## src/rtl/closest_hit_collector_if.sv

```systemverilog
// Handshake and record bundle for the closest-hit collector.
// The slave modport is the collector side; the master modport is the traversal/shader side.
interface closest_hit_collector_if #(
    parameter int unsigned RAY_SLOTS = 16,
    parameter int unsigned FP_W      = 32,
    parameter int unsigned PRIM_W    = 24
);
    localparam int unsigned RAY_W = $clog2(RAY_SLOTS);

    // Ray start
    logic              init_valid;
    logic              init_ready;
    logic [RAY_W-1:0]  init_ray;
    logic [FP_W-1:0]   init_tmax;

    // Ray-triangle results
    logic              res_valid;
    logic              res_ready;
    logic [RAY_W-1:0]  res_ray;
    logic [FP_W-1:0]   res_t;
    logic [FP_W-1:0]   res_u;
    logic [FP_W-1:0]   res_v;
    logic [PRIM_W-1:0] res_prim;
    logic              res_hit;

    // Traversal complete
    logic              done_valid;
    logic              done_ready;
    logic [RAY_W-1:0]  done_ray;

    // Hit record toward shader dispatch
    logic              out_valid;
    logic              out_ready;
    logic [RAY_W-1:0]  out_ray;
    logic [FP_W-1:0]   out_t;
    logic [FP_W-1:0]   out_u;
    logic [FP_W-1:0]   out_v;
    logic [PRIM_W-1:0] out_prim;
    logic              out_hit;
    logic              out_err;

    // Culling query and statistics
    logic [RAY_W-1:0]  q_ray;
    logic [FP_W-1:0]   q_tmax;
    logic [7:0]        drop_cnt;

    modport slave (
        input  init_valid, init_ray, init_tmax,
        output init_ready,
        input  res_valid, res_ray, res_t, res_u, res_v, res_prim, res_hit,
        output res_ready,
        input  done_valid, done_ray,
        output done_ready,
        output out_valid, out_ray, out_t, out_u, out_v, out_prim, out_hit, out_err,
        input  out_ready,
        input  q_ray,
        output q_tmax, drop_cnt
    );

    modport master (
        output init_valid, init_ray, init_tmax,
        input  init_ready,
        output res_valid, res_ray, res_t, res_u, res_v, res_prim, res_hit,
        input  res_ready,
        output done_valid, done_ray,
        input  done_ready,
        input  out_valid, out_ray, out_t, out_u, out_v, out_prim, out_hit, out_err,
        output out_ready,
        output q_ray,
        input  q_tmax, drop_cnt
    );
endinterface

```

## src/rtl/closest_hit_collector.sv

```systemverilog
// Closest-hit collector: keeps the nearest accepted hit per in-flight ray and emits one
// hit record per ray through a single-entry output register when traversal completes.
module closest_hit_collector #(
    parameter int unsigned RAY_SLOTS = 16,
    parameter int unsigned FP_W      = 32,
    parameter int unsigned PRIM_W    = 24
) (
    input logic                    clk,
    input logic                    rst,
    closest_hit_collector_if.slave bus_io
);
    localparam int unsigned RAY_W = $clog2(RAY_SLOTS);

    // Per-slot control state (reset) and payload (not reset)
    logic [RAY_SLOTS-1:0] active_q, active_d;
    logic [RAY_SLOTS-1:0] has_hit_q, has_hit_d;
    logic [FP_W-1:0]      best_t_q    [RAY_SLOTS];
    logic [FP_W-1:0]      best_t_d    [RAY_SLOTS];
    logic [FP_W-1:0]      best_u_q    [RAY_SLOTS];
    logic [FP_W-1:0]      best_u_d    [RAY_SLOTS];
    logic [FP_W-1:0]      best_v_q    [RAY_SLOTS];
    logic [FP_W-1:0]      best_v_d    [RAY_SLOTS];
    logic [PRIM_W-1:0]    best_prim_q [RAY_SLOTS];
    logic [PRIM_W-1:0]    best_prim_d [RAY_SLOTS];

    // Output record register
    logic              out_valid_q, out_valid_d;
    logic [RAY_W-1:0]  out_ray_q, out_ray_d;
    logic [FP_W-1:0]   out_t_q, out_t_d;
    logic [FP_W-1:0]   out_u_q, out_u_d;
    logic [FP_W-1:0]   out_v_q, out_v_d;
    logic [PRIM_W-1:0] out_prim_q, out_prim_d;
    logic              out_hit_q, out_hit_d;
    logic              out_err_q, out_err_d;

    logic [7:0]        drop_cnt_q, drop_cnt_d;
    logic [FP_W-1:0]   q_tmax_q, q_tmax_d;

    logic init_fire, res_fire, done_fire;
    logic res_active, res_better, res_take, res_drop;
    logic done_active, done_bypass;

    assign bus_io.init_ready = ~rst & ~active_q[bus_io.init_ray];
    assign bus_io.res_ready  = ~rst;
    assign bus_io.done_ready = ~rst & (~out_valid_q | bus_io.out_ready);

    assign init_fire = bus_io.init_valid & bus_io.init_ready;
    assign res_fire  = bus_io.res_valid & bus_io.res_ready;
    assign done_fire = bus_io.done_valid & bus_io.done_ready;

    // FP32 values with the sign clear order like unsigned integers, so a plain compare works.
    // Strict less-than keeps the earlier hit on a tie.
    assign res_active = active_q[bus_io.res_ray];
    assign res_better = bus_io.res_t < best_t_q[bus_io.res_ray];
    assign res_take   = res_fire & res_active & bus_io.res_hit & ~bus_io.res_t[FP_W-1]
                        & res_better;
    assign res_drop   = res_fire & ~res_active;

    assign done_active = active_q[bus_io.done_ray];
    assign done_bypass = res_take & (bus_io.res_ray == bus_io.done_ray);

    // Slot control next state; done clears before init sets so an init on a freed slot wins
    always_comb begin
        active_d  = active_q;
        has_hit_d = has_hit_q;
        if (res_take) begin
            has_hit_d[bus_io.res_ray] = 1'b1;
        end
        if (done_fire) begin
            active_d[bus_io.done_ray] = 1'b0;
        end
        if (init_fire) begin
            active_d[bus_io.init_ray]  = 1'b1;
            has_hit_d[bus_io.init_ray] = 1'b0;
        end
    end

    // Slot payload next state; init and a taken result never hit the same slot
    always_comb begin
        best_t_d    = best_t_q;
        best_u_d    = best_u_q;
        best_v_d    = best_v_q;
        best_prim_d = best_prim_q;
        if (res_take) begin
            best_t_d[bus_io.res_ray]    = bus_io.res_t;
            best_u_d[bus_io.res_ray]    = bus_io.res_u;
            best_v_d[bus_io.res_ray]    = bus_io.res_v;
            best_prim_d[bus_io.res_ray] = bus_io.res_prim;
        end
        if (init_fire) begin
            best_t_d[bus_io.init_ray] = bus_io.init_tmax;
        end
    end

    // Output record capture, with bypass of a same-cycle winning result
    always_comb begin
        out_valid_d = out_valid_q;
        out_ray_d   = out_ray_q;
        out_t_d     = out_t_q;
        out_u_d     = out_u_q;
        out_v_d     = out_v_q;
        out_prim_d  = out_prim_q;
        out_hit_d   = out_hit_q;
        out_err_d   = out_err_q;
        if (done_fire) begin
            out_valid_d = 1'b1;
            out_ray_d   = bus_io.done_ray;
            if (!done_active) begin
                out_t_d    = '0;
                out_u_d    = '0;
                out_v_d    = '0;
                out_prim_d = '0;
                out_hit_d  = 1'b0;
                out_err_d  = 1'b1;
            end else if (done_bypass) begin
                out_t_d    = bus_io.res_t;
                out_u_d    = bus_io.res_u;
                out_v_d    = bus_io.res_v;
                out_prim_d = bus_io.res_prim;
                out_hit_d  = 1'b1;
                out_err_d  = 1'b0;
            end else begin
                out_t_d    = best_t_q[bus_io.done_ray];
                out_u_d    = best_u_q[bus_io.done_ray];
                out_v_d    = best_v_q[bus_io.done_ray];
                out_prim_d = best_prim_q[bus_io.done_ray];
                out_hit_d  = has_hit_q[bus_io.done_ray];
                out_err_d  = 1'b0;
            end
        end else if (bus_io.out_ready) begin
            out_valid_d = 1'b0;
        end
    end

    // Saturating drop counter and registered culling query
    always_comb begin
        drop_cnt_d = drop_cnt_q;
        if (res_drop && (drop_cnt_q != 8'hFF)) begin
            drop_cnt_d = drop_cnt_q + 8'd1;
        end
        q_tmax_d = best_t_q[bus_io.q_ray];
    end

    // Control, output and statistics registers
    always_ff @(posedge clk or posedge rst) begin
        if (rst) begin
            active_q    <= '0;
            has_hit_q   <= '0;
            out_valid_q <= 1'b0;
            out_ray_q   <= '0;
            out_t_q     <= '0;
            out_u_q     <= '0;
            out_v_q     <= '0;
            out_prim_q  <= '0;
            out_hit_q   <= 1'b0;
            out_err_q   <= 1'b0;
            drop_cnt_q  <= '0;
            q_tmax_q    <= '0;
        end else begin
            active_q    <= active_d;
            has_hit_q   <= has_hit_d;
            out_valid_q <= out_valid_d;
            out_ray_q   <= out_ray_d;
            out_t_q     <= out_t_d;
            out_u_q     <= out_u_d;
            out_v_q     <= out_v_d;
            out_prim_q  <= out_prim_d;
            out_hit_q   <= out_hit_d;
            out_err_q   <= out_err_d;
            drop_cnt_q  <= drop_cnt_d;
            q_tmax_q    <= q_tmax_d;
        end
    end

    // Slot payload storage; only meaningful while the slot is active, so left unreset
    always_ff @(posedge clk) begin
        best_t_q    <= best_t_d;
        best_u_q    <= best_u_d;
        best_v_q    <= best_v_d;
        best_prim_q <= best_prim_d;
    end

    assign bus_io.out_valid = out_valid_q;
    assign bus_io.out_ray   = out_ray_q;
    assign bus_io.out_t     = out_t_q;
    assign bus_io.out_u     = out_u_q;
    assign bus_io.out_v     = out_v_q;
    assign bus_io.out_prim  = out_prim_q;
    assign bus_io.out_hit   = out_hit_q;
    assign bus_io.out_err   = out_err_q;
    assign bus_io.drop_cnt  = drop_cnt_q;
    assign bus_io.q_tmax    = q_tmax_q;

endmodule

```

## src/flat_wrapper.sv

```systemverilog
// flat-port wrapper written by rule: the top's interface ports become plain ports
module closest_hit_collector_flat 
#(
    parameter int unsigned RAY_SLOTS = 16,
    parameter int unsigned FP_W      = 32,
    parameter int unsigned PRIM_W    = 24
)
  (clk, rst, bus_io_init_valid, bus_io_init_ray, bus_io_init_tmax, bus_io_init_ready, bus_io_res_valid, bus_io_res_ray, bus_io_res_t, bus_io_res_u, bus_io_res_v, bus_io_res_prim, bus_io_res_hit, bus_io_res_ready, bus_io_done_valid, bus_io_done_ray, bus_io_done_ready, bus_io_out_valid, bus_io_out_ray, bus_io_out_t, bus_io_out_u, bus_io_out_v, bus_io_out_prim, bus_io_out_hit, bus_io_out_err, bus_io_out_ready, bus_io_q_ray, bus_io_q_tmax, bus_io_drop_cnt);
  closest_hit_collector_if #(.RAY_SLOTS(RAY_SLOTS), .FP_W(FP_W), .PRIM_W(PRIM_W)) bus_io_i ();
  input logic clk;
  input logic rst;
  input wire logic [$bits(bus_io_i.init_valid)-1:0] bus_io_init_valid;
  input wire logic [$bits(bus_io_i.init_ray)-1:0] bus_io_init_ray;
  input wire logic [$bits(bus_io_i.init_tmax)-1:0] bus_io_init_tmax;
  output wire logic [$bits(bus_io_i.init_ready)-1:0] bus_io_init_ready;
  input wire logic [$bits(bus_io_i.res_valid)-1:0] bus_io_res_valid;
  input wire logic [$bits(bus_io_i.res_ray)-1:0] bus_io_res_ray;
  input wire logic [$bits(bus_io_i.res_t)-1:0] bus_io_res_t;
  input wire logic [$bits(bus_io_i.res_u)-1:0] bus_io_res_u;
  input wire logic [$bits(bus_io_i.res_v)-1:0] bus_io_res_v;
  input wire logic [$bits(bus_io_i.res_prim)-1:0] bus_io_res_prim;
  input wire logic [$bits(bus_io_i.res_hit)-1:0] bus_io_res_hit;
  output wire logic [$bits(bus_io_i.res_ready)-1:0] bus_io_res_ready;
  input wire logic [$bits(bus_io_i.done_valid)-1:0] bus_io_done_valid;
  input wire logic [$bits(bus_io_i.done_ray)-1:0] bus_io_done_ray;
  output wire logic [$bits(bus_io_i.done_ready)-1:0] bus_io_done_ready;
  output wire logic [$bits(bus_io_i.out_valid)-1:0] bus_io_out_valid;
  output wire logic [$bits(bus_io_i.out_ray)-1:0] bus_io_out_ray;
  output wire logic [$bits(bus_io_i.out_t)-1:0] bus_io_out_t;
  output wire logic [$bits(bus_io_i.out_u)-1:0] bus_io_out_u;
  output wire logic [$bits(bus_io_i.out_v)-1:0] bus_io_out_v;
  output wire logic [$bits(bus_io_i.out_prim)-1:0] bus_io_out_prim;
  output wire logic [$bits(bus_io_i.out_hit)-1:0] bus_io_out_hit;
  output wire logic [$bits(bus_io_i.out_err)-1:0] bus_io_out_err;
  input wire logic [$bits(bus_io_i.out_ready)-1:0] bus_io_out_ready;
  input wire logic [$bits(bus_io_i.q_ray)-1:0] bus_io_q_ray;
  output wire logic [$bits(bus_io_i.q_tmax)-1:0] bus_io_q_tmax;
  output wire logic [$bits(bus_io_i.drop_cnt)-1:0] bus_io_drop_cnt;
  assign bus_io_i.init_valid = bus_io_init_valid;
  assign bus_io_i.init_ray = bus_io_init_ray;
  assign bus_io_i.init_tmax = bus_io_init_tmax;
  assign bus_io_init_ready = bus_io_i.init_ready;
  assign bus_io_i.res_valid = bus_io_res_valid;
  assign bus_io_i.res_ray = bus_io_res_ray;
  assign bus_io_i.res_t = bus_io_res_t;
  assign bus_io_i.res_u = bus_io_res_u;
  assign bus_io_i.res_v = bus_io_res_v;
  assign bus_io_i.res_prim = bus_io_res_prim;
  assign bus_io_i.res_hit = bus_io_res_hit;
  assign bus_io_res_ready = bus_io_i.res_ready;
  assign bus_io_i.done_valid = bus_io_done_valid;
  assign bus_io_i.done_ray = bus_io_done_ray;
  assign bus_io_done_ready = bus_io_i.done_ready;
  assign bus_io_out_valid = bus_io_i.out_valid;
  assign bus_io_out_ray = bus_io_i.out_ray;
  assign bus_io_out_t = bus_io_i.out_t;
  assign bus_io_out_u = bus_io_i.out_u;
  assign bus_io_out_v = bus_io_i.out_v;
  assign bus_io_out_prim = bus_io_i.out_prim;
  assign bus_io_out_hit = bus_io_i.out_hit;
  assign bus_io_out_err = bus_io_i.out_err;
  assign bus_io_i.out_ready = bus_io_out_ready;
  assign bus_io_i.q_ray = bus_io_q_ray;
  assign bus_io_q_tmax = bus_io_i.q_tmax;
  assign bus_io_drop_cnt = bus_io_i.drop_cnt;
  closest_hit_collector #(.RAY_SLOTS(RAY_SLOTS), .FP_W(FP_W), .PRIM_W(PRIM_W)) u_core (.clk(clk), .rst(rst), .bus_io(bus_io_i));
endmodule
```

## config.mk

```make
export PLATFORM = sky130hd
export DESIGN_NAME = closest_hit_collector_flat
export DESIGN_NICKNAME = d
export VERILOG_FILES = /design/src/rtl/closest_hit_collector_if.sv /design/src/rtl/closest_hit_collector.sv /design/src/flat_wrapper.sv
export SDC_FILE = /design/constraint.sdc
export NUM_CORES = 2
export LEC_CHECK = 0
export CAP_MARGIN = 20
export CORE_MARGIN = 2
export CORE_UTILIZATION = 55
export CTS_CLUSTER_DIAMETER = 30
export DETAILED_ROUTE_END_ITERATION = 16
export PLACE_DENSITY = 0.76
export SYNTH_ARGS = -nofsm -noshare
export SYNTH_HDL_FRONTEND = slang
export SYNTH_SLANG_ARGS = --single-unit
export TNS_END_PERCENT = 20
```

## constraint.sdc

```tcl
create_clock -name clk -period 11.7 [get_ports clk]
set_input_delay 2.34 -clock clk [delete_from_list [all_inputs] [get_ports clk]]
set_output_delay 2.34 -clock clk [all_outputs]
set_load 0.02 [all_outputs]
```

# Yosys cells after proc, flatten, opt, wreduce, memory -nomap -nowiden
# Cells that the tools add are included.
# W data, S select, Z words.
[classes]
eq_ne = 2
n_reduce_logical = 7
bitwise = 27
order_cmp = 13
add_sub_neg = 1
mux = 62
[ops]
columns = ["cell", "n"]
rows = [
  ["$bwmux W512", 4],
  ["$mux W512", 2],
  ["$bmux W32 S4", 5],
  ["$mux W32", 18],
  ["$bwmux W384", 1],
  ["$demux W32 S4", 2],
  ["$mux W24", 5],
  ["$bmux W24 S4", 1],
  ["$demux W24 S4", 1],
  ["$mux W16", 4],
  ["$and A16 B16 Y16", 2],
  ["$lt A32 B32 Y1", 1],
  ["$not A16 Y16", 2],
  ["$or A16 B16 Y16", 2],
  ["$ge A5 B5 Y1 const B", 4],
  ["$not A4 Y5", 4],
  ["$bmux W1 S4", 4],
  ["$lt A4 B5 Y1 const B", 3],
  ["$demux W1 S4", 3],
  ["$ge A4 B1 Y1 const B", 3],
  ["$mux W1", 12],
  ["$and A1 B1 Y1", 11],
  ["$lt A5 B1 Y1 const B", 2],
  ["$add A8 B1 Y8 const B", 1],
  ["6 further kinds", 15],
]
[word_totals]
wordCells = 188
ff_bits = 2119
out_inout_bits = 170

# Depth between registers and ports, before layout
[logic_depth]
ltp_word = 9
depth_mapped = 20
mapped_depth_nobuf = 11

# Least setup slack after synthesis
# Ideal clock, no wire load.
[synth_timing]
kind = "input to register"
start = "input port bus_io_res_ray[0]"
end = "register u_core.best_prim_q[120] (netlist name), enable pin"
setup_time_ns = 0.751
arrival_ns = 14.520
slack_ns = -3.571
cell_stages = 15
required_ns = 10.949
path_buffers = 6
cell_sequence = "buf_6 > buf_6 > clkbuf_1 > clkbuf_1 > mux4_2 > mux4_2 > inv_1 > ha_1 > nand4_1 > nor2_1 > nand2_1 > buf_2 > nor2_1 > clkbuf_1 > nor4_1"
[synth_via]
elab_chain_len = 6
word_cells_on_any_way = 11
cone_classes = "order compare: 1; mux: 5; bitwise: 5"
[synth_lines]
columns = ["item", "line_no", "rtl"]
rows = [
  ["start, declared", "flat_wrapper.sv:17", "input wire logic [$bits(bus_io_i.res_ray)-1:0] bus_io_res_ray;"],
  ["$not A4 Y5 (implied by the code) or $bmux W1 S4 (tied branches)", "closest_hit_collector.sv:54, closest_hit_collector.sv:53", ""],
  ["$bmux W32 S4 or $mux W1 (tied branches)", "closest_hit_collector.sv:54, closest_hit_collector.sv:53", ""],
  ["$mux W32 (implied by the code) or $and A1 B1 Y1 (tied branches) (2 in series)", "closest_hit_collector.sv:54, closest_hit_collector.sv:55", ""],
  ["$lt A32 B32 Y1 or $and A1 B1 Y1 (tied branches)", "closest_hit_collector.sv:54, closest_hit_collector.sv:55", ""],
  ["$and A1 B1 Y1 (*)", "closest_hit_collector.sv:56", "& res_better;"],
  ["end signal, assigned", "closest_hit_collector.sv:180", "best_prim_q <= best_prim_d;"],
  ["end, declared", "closest_hit_collector.sv:23", "logic [PRIM_W-1:0] best_prim_q [RAY_SLOTS];"],
]
# Every way passes the cells marked *; elsewhere a longest branch is shown, timed or not. The select of a mux whose other input is x is not followed.
# A chain may end at the register's enable or synchronous reset.

# Worst setup path after layout
[layout_timing]
start = "input port bus_io_res_ray[1]"
end = "register u_core.best_v_q[144] (netlist name), enable pin"
[layout_via]
elab_chain_len = 6
word_cells_on_any_way = 11
cone_classes = "order compare: 1; mux: 5; bitwise: 5"
[layout_lines]
columns = ["item", "line_no", "rtl"]
rows = [
  ["$not A4 Y5 (implied by the code) or $bmux W1 S4 (tied branches)", "closest_hit_collector.sv:54, closest_hit_collector.sv:53", ""],
  ["$bmux W32 S4 or $mux W1 (tied branches)", "closest_hit_collector.sv:54, closest_hit_collector.sv:53", ""],
  ["$mux W32 (implied by the code) or $and A1 B1 Y1 (tied branches) (2 in series)", "closest_hit_collector.sv:54, closest_hit_collector.sv:55", ""],
  ["$lt A32 B32 Y1 or $and A1 B1 Y1 (tied branches)", "closest_hit_collector.sv:54, closest_hit_collector.sv:55", ""],
  ["$and A1 B1 Y1 (*)", "closest_hit_collector.sv:56", ""],
  ["end signal, assigned", "closest_hit_collector.sv:179", "best_v_q <= best_v_d;"],
  ["end, declared", "closest_hit_collector.sv:21", "logic [FP_W-1:0] best_v_q [RAY_SLOTS];"],
]
# Marks and branches as above.

==> summary.md <==
| Metric | Value |
|---|---|
| WL per Instance | 32.3 um |
| Total GRT Usage | 32.4% |
| Cell row count | 152 |
| Max Cap Viol | 0 |
| Syn. warnings | 0 |
| Port Buf Inserts | 344 |
| DRC | 0 |
| Min setup slack post-route | 3.34 ns |
| CTS tree | yes |
| Fmax | 120 MHz |
| Worst setup EP type | flip-flop |
| PD cells | 211 mW/mm^2 |
| Final ANT Viol Nets | 0 |
| Worst hold slack | 0.478 ns |
| Layout area overhead | 20.5% |
| Vias in the first global route | 60140 |
| Cell count after synthesis | 5835 |
| Vias per cell | 6.68 |
| I/O pin count | 345 |
| Worst Max-Slew Pin Slew | 1.18 ns |
| Asr flop ratio synth | 9.39% |
| Crit path top cell by count | buf_4 |
| Leakage | 0.0426 uW |
| Run status | completed |
| Final hold viol count | 0 |
| Drt pass-1 iters | 8 |
| Cts bufs inserted | 417 |
| Largest fanout on the critical path | 68 |
| RSZ-0062 raised after global routing | no |
| Synthesized cell area | 0.0952 sq mm |
| GPL Wtd Cong | 0.844 |
| Slew margin rel. | 21.4% |
| Syn_area_per_cell | 16.3 sq um |
| H-tree depth | 5 |
| Fill cell count | 10890 |
| Max stage delay cell, worst path | buf_4 |
| WL final | 285 mm |
| Yosys cell types | 56 |
| Synth area leader | edfxtp_1 |
| Post-synth net total | 6042 |
| Top_reg_cell synth | edfxtp_1 |
| Share of cells above drive strength 1 | 28.0% |
| Hold buffer count at CTS | 0 |
| Worst path max stage delay | 0.82 ns |
| Setup Skew | 0.116 ns |
| Total global routing overflow | 0 |
| Cells after DPL | 8045 |
| Required @ worst endpoint | 12.26 ns |
| CORE AREA | 0.172 sq mm |
| Deepest clock path buffer count | 4 |
| #FFs+latches synth | 2119 |
| Nets | 6364 |
| Starting density of the core | 55.5% |
| Setup CP Type | input pin to flip-flop |
| Setup violators final | 0 |
| Crit path cell chain | buf_6 -> buf_4 -> mux4_2 -> mux4_2 -> inv_1 -> ha_1 -> a21oi_1 -> o21ai_0 -> a21oi_1 -> o211a_1 -> buf_4 -> nor2_1 -> buf_4 -> nor4_2 -> buf_4 -> buf_4 |
| Post-CTS Resized | 0 |
| Final total power | 24200 uW |
| Startpoint types | input pin |
| CTS clk-pin slew, worst paths | 0.05 ns |
| Design Area, Final | 0.115 sq mm |
| First-pass GRT wire length | 413 mm |
| 1st-iter DRT viols | 7818 |
| Via count | 58932 |
| Clock sink total | 2119 |
| Worst ir drop on vdd | 0.000192 V |
| Final Non-Filler Cells | 8824 |
| Post-synth EDFFs | 1408 |
| Detailed placement HPWL | 139 mm |
| Die X | 420 um |
| Minimum clock period | 8.36 ns |
| Root Buffer | clkbuf_16 |
| WP buf/inv | 7 |
| Die ar. | 0.177 sq mm |
| Seq/Total Area, Yosys | 60.4% |
| Die extent in y | 420 um |
| Crit path max-delay family | buffers and inverters |
| Synth area leaders | edfxtp_1, mux4_2, dfxtp_1 |
| Area share of the largest cell type after synthesis | 44.4% |
| Worst-Skew Late Latency | 0.99 ns |
| Post-CTS setup buffers | 0 |
| Final worst-path cycle share | 71.4% |
| Final Max Tran Viols | 0 |
| Hold crit path type | flip-flop to flip-flop |
| Placement Cell Area | 0.100 sq mm |
| CP Data Arrival Time | 8.92 ns |
| Initial antenna violation count | 28 |
| Pre-CTS WS | 2.63 ns |
| Largest net degree at the start of global routing | 138 |
per-stage QoR:
step / TNS [ns] / utilization [%]
final: 0 / 66.8
after floorplan: -4061.76 / -
after CTS: 0 / 66.7
after global placement: 0 / 58.3
after global routing: 0 / 66.8
after detailed placement: 0 / 58.3
routing by layer:
layer  GRT usage [%]  part of all wire [%]  vias up
li1                -                     -    23831
met1            41.0                    36    30293
met2            53.0                    50     3910
met3            6.69                   9.2      884
met4            17.0                   5.3       14
met5               0                 0.032        -
worst register-to-register path, delay by kind of cell (launching register included):
family,cells,cell delay (ns)
buffers and inverters,5,2.42
multiplexers,2,0.96
AO/OA/AOI/OAI,4,0.93
AND/OR/NAND/NOR,2,0.68
flip-flops,1,0.33
adder cells (fa/ha/maj),1,0.24
cells in the mapped netlist, types with 4 or more instances:
| master | count |
|---|---|
| and3_1 | 4 |
| nand2b_1 | 9 |
| or3_1 | 4 |
| nor2_1 | 173 |
| nor3_1 | 5 |
| ha_1 | 32 |
| o21ai_1 | 444 |
| clkbuf_1 | 340 |
| nand3_1 | 10 |
| and2_1 | 4 |
| o21a_1 | 7 |
| dfrtp_1 | 199 |
| buf_8 | 13 |
| o21ai_0 | 60 |
| buf_4 | 22 |
| o2111ai_2 | 4 |
| nor4_1 | 16 |
| xnor2_1 | 8 |
| clkbuf_2 | 28 |
| nand2_1 | 536 |
| buf_6 | 29 |
| buf_2 | 28 |
| mux4_2 | 936 |
| a21oi_1 | 180 |
| inv_1 | 49 |
| nor2b_1 | 6 |
| o2111ai_4 | 10 |
| edfxtp_1 | 1408 |
| o211a_1 | 4 |
| buf_1 | 95 |
| mux2i_1 | 617 |
| dfxtp_1 | 512 |
| nand4_1 | 6 |
final timing paths:
kind                                 startpoint                       end  slack (ns)  depth (start not counted)
setup / recovery              bus_io_res_ray[1]      u_core.best_v_q[144]        3.34                         16
hold reg to reg            u_core.best_t_q[447]      u_core.best_t_q[447]        0.48                          2
min in group asynchronous                   rst        u_core.active_q[2]        1.99                          2
setup reg to reg           u_core.best_t_q[267]      u_core.best_v_q[144]        5.67                         14
max in group asynchronous                   rst  u_core.bus_io.q_tmax[25]        7.71                          4
hold / removal             u_core.best_t_q[447]      u_core.best_t_q[447]        0.48                          2
layout by cell type (no fill, tap or decap), types with 45 or more instances in the layout:
| master | synthesis | final |
|---|---|---|
| bufinv_16 | 0 | 60 |
| clkbuf_1 | 340 | 46 |
| o21ai_1 | 444 | 444 |
| mux2i_1 | 617 | 617 |
| clkinvlp_4 | 0 | 55 |
| dfxtp_1 | 512 | 512 |
| clkinv_2 | 0 | 63 |
| buf_4 | 22 | 108 |
| nor2_1 | 173 | 165 |
| mux4_2 | 936 | 936 |
| dfrtp_1 | 199 | 199 |
| clkbuf_8 | 0 | 45 |
| clkbuf_16 | 0 | 425 |
| clkdlybuf4s50_1 | 0 | 333 |
| nand2_1 | 536 | 533 |
| a21oi_1 | 180 | 180 |
| o21ai_0 | 60 | 60 |
| inv_1 | 49 | 47 |
| edfxtp_1 | 1408 | 1408 |
power by group:
group          switching (uW)  internal, uW  total [uW]
logic                    1330          1510        2840
registers                 529          8590        9120
clock network            4040          8200       12200
total                    5900         18300       24200
cell families (layout without fill, tap and decap cells):
family / Yosys count / in the layout / synth area share, %
AOI/OAI and AO/OA: 726 / 726 / 4.18
and+or+nand+nor: 786 / 786 / 3.30
adders and majority gates: 32 / 32 / 0.420
other: 0 / 18 / 0
xor gates and xnor gates: 11 / 11 / 0.101
buffers and inverters: 607 / 1268 / 2.99
muxes: 1554 / 1554 / 28.6
DFF: 2119 / 2119 / 60.4
cell type report:
| class | count | area (sq um) | area share (%) |
|---|---|---|---|
| Sequential cell | 2119 | 57500 | 50.1 |
| Clock inverter | 244 | 3050 | 2.65 |
| Tap cell | 2310 | 2890 | 2.52 |
| Multi-Input combinational cell | 3109 | 35200 | 30.6 |
| Inverter | 49 | 191 | 0.167 |
| Clock buffer | 514 | 11400 | 9.93 |
| Timing Repair Buffer | 461 | 4520 | 3.94 |
| Antenna cell | 18 | 45.0 | 0.0393 |
state kept, by name (all words and copies together), names as in the netlist:
register,cells
u_core.bus_io.out_hit,1
u_core.bus_io.out_err,1
u_core.bus_io.out_t,32
u_core.bus_io.out_u,32
u_core.bus_io.out_prim,24
u_core.bus_io.q_tmax,32
u_core.best_v_q,512
u_core.best_u_q,512
u_core.has_hit_q,16
u_core.bus_io.out_ray,4
u_core.bus_io.out_v,32
u_core.bus_io.out_valid,1
u_core.bus_io.drop_cnt,8
u_core.active_q,16
u_core.best_prim_q,384
u_core.best_t_q,512
No activity file was read; power rests on OpenSTA's default activity.
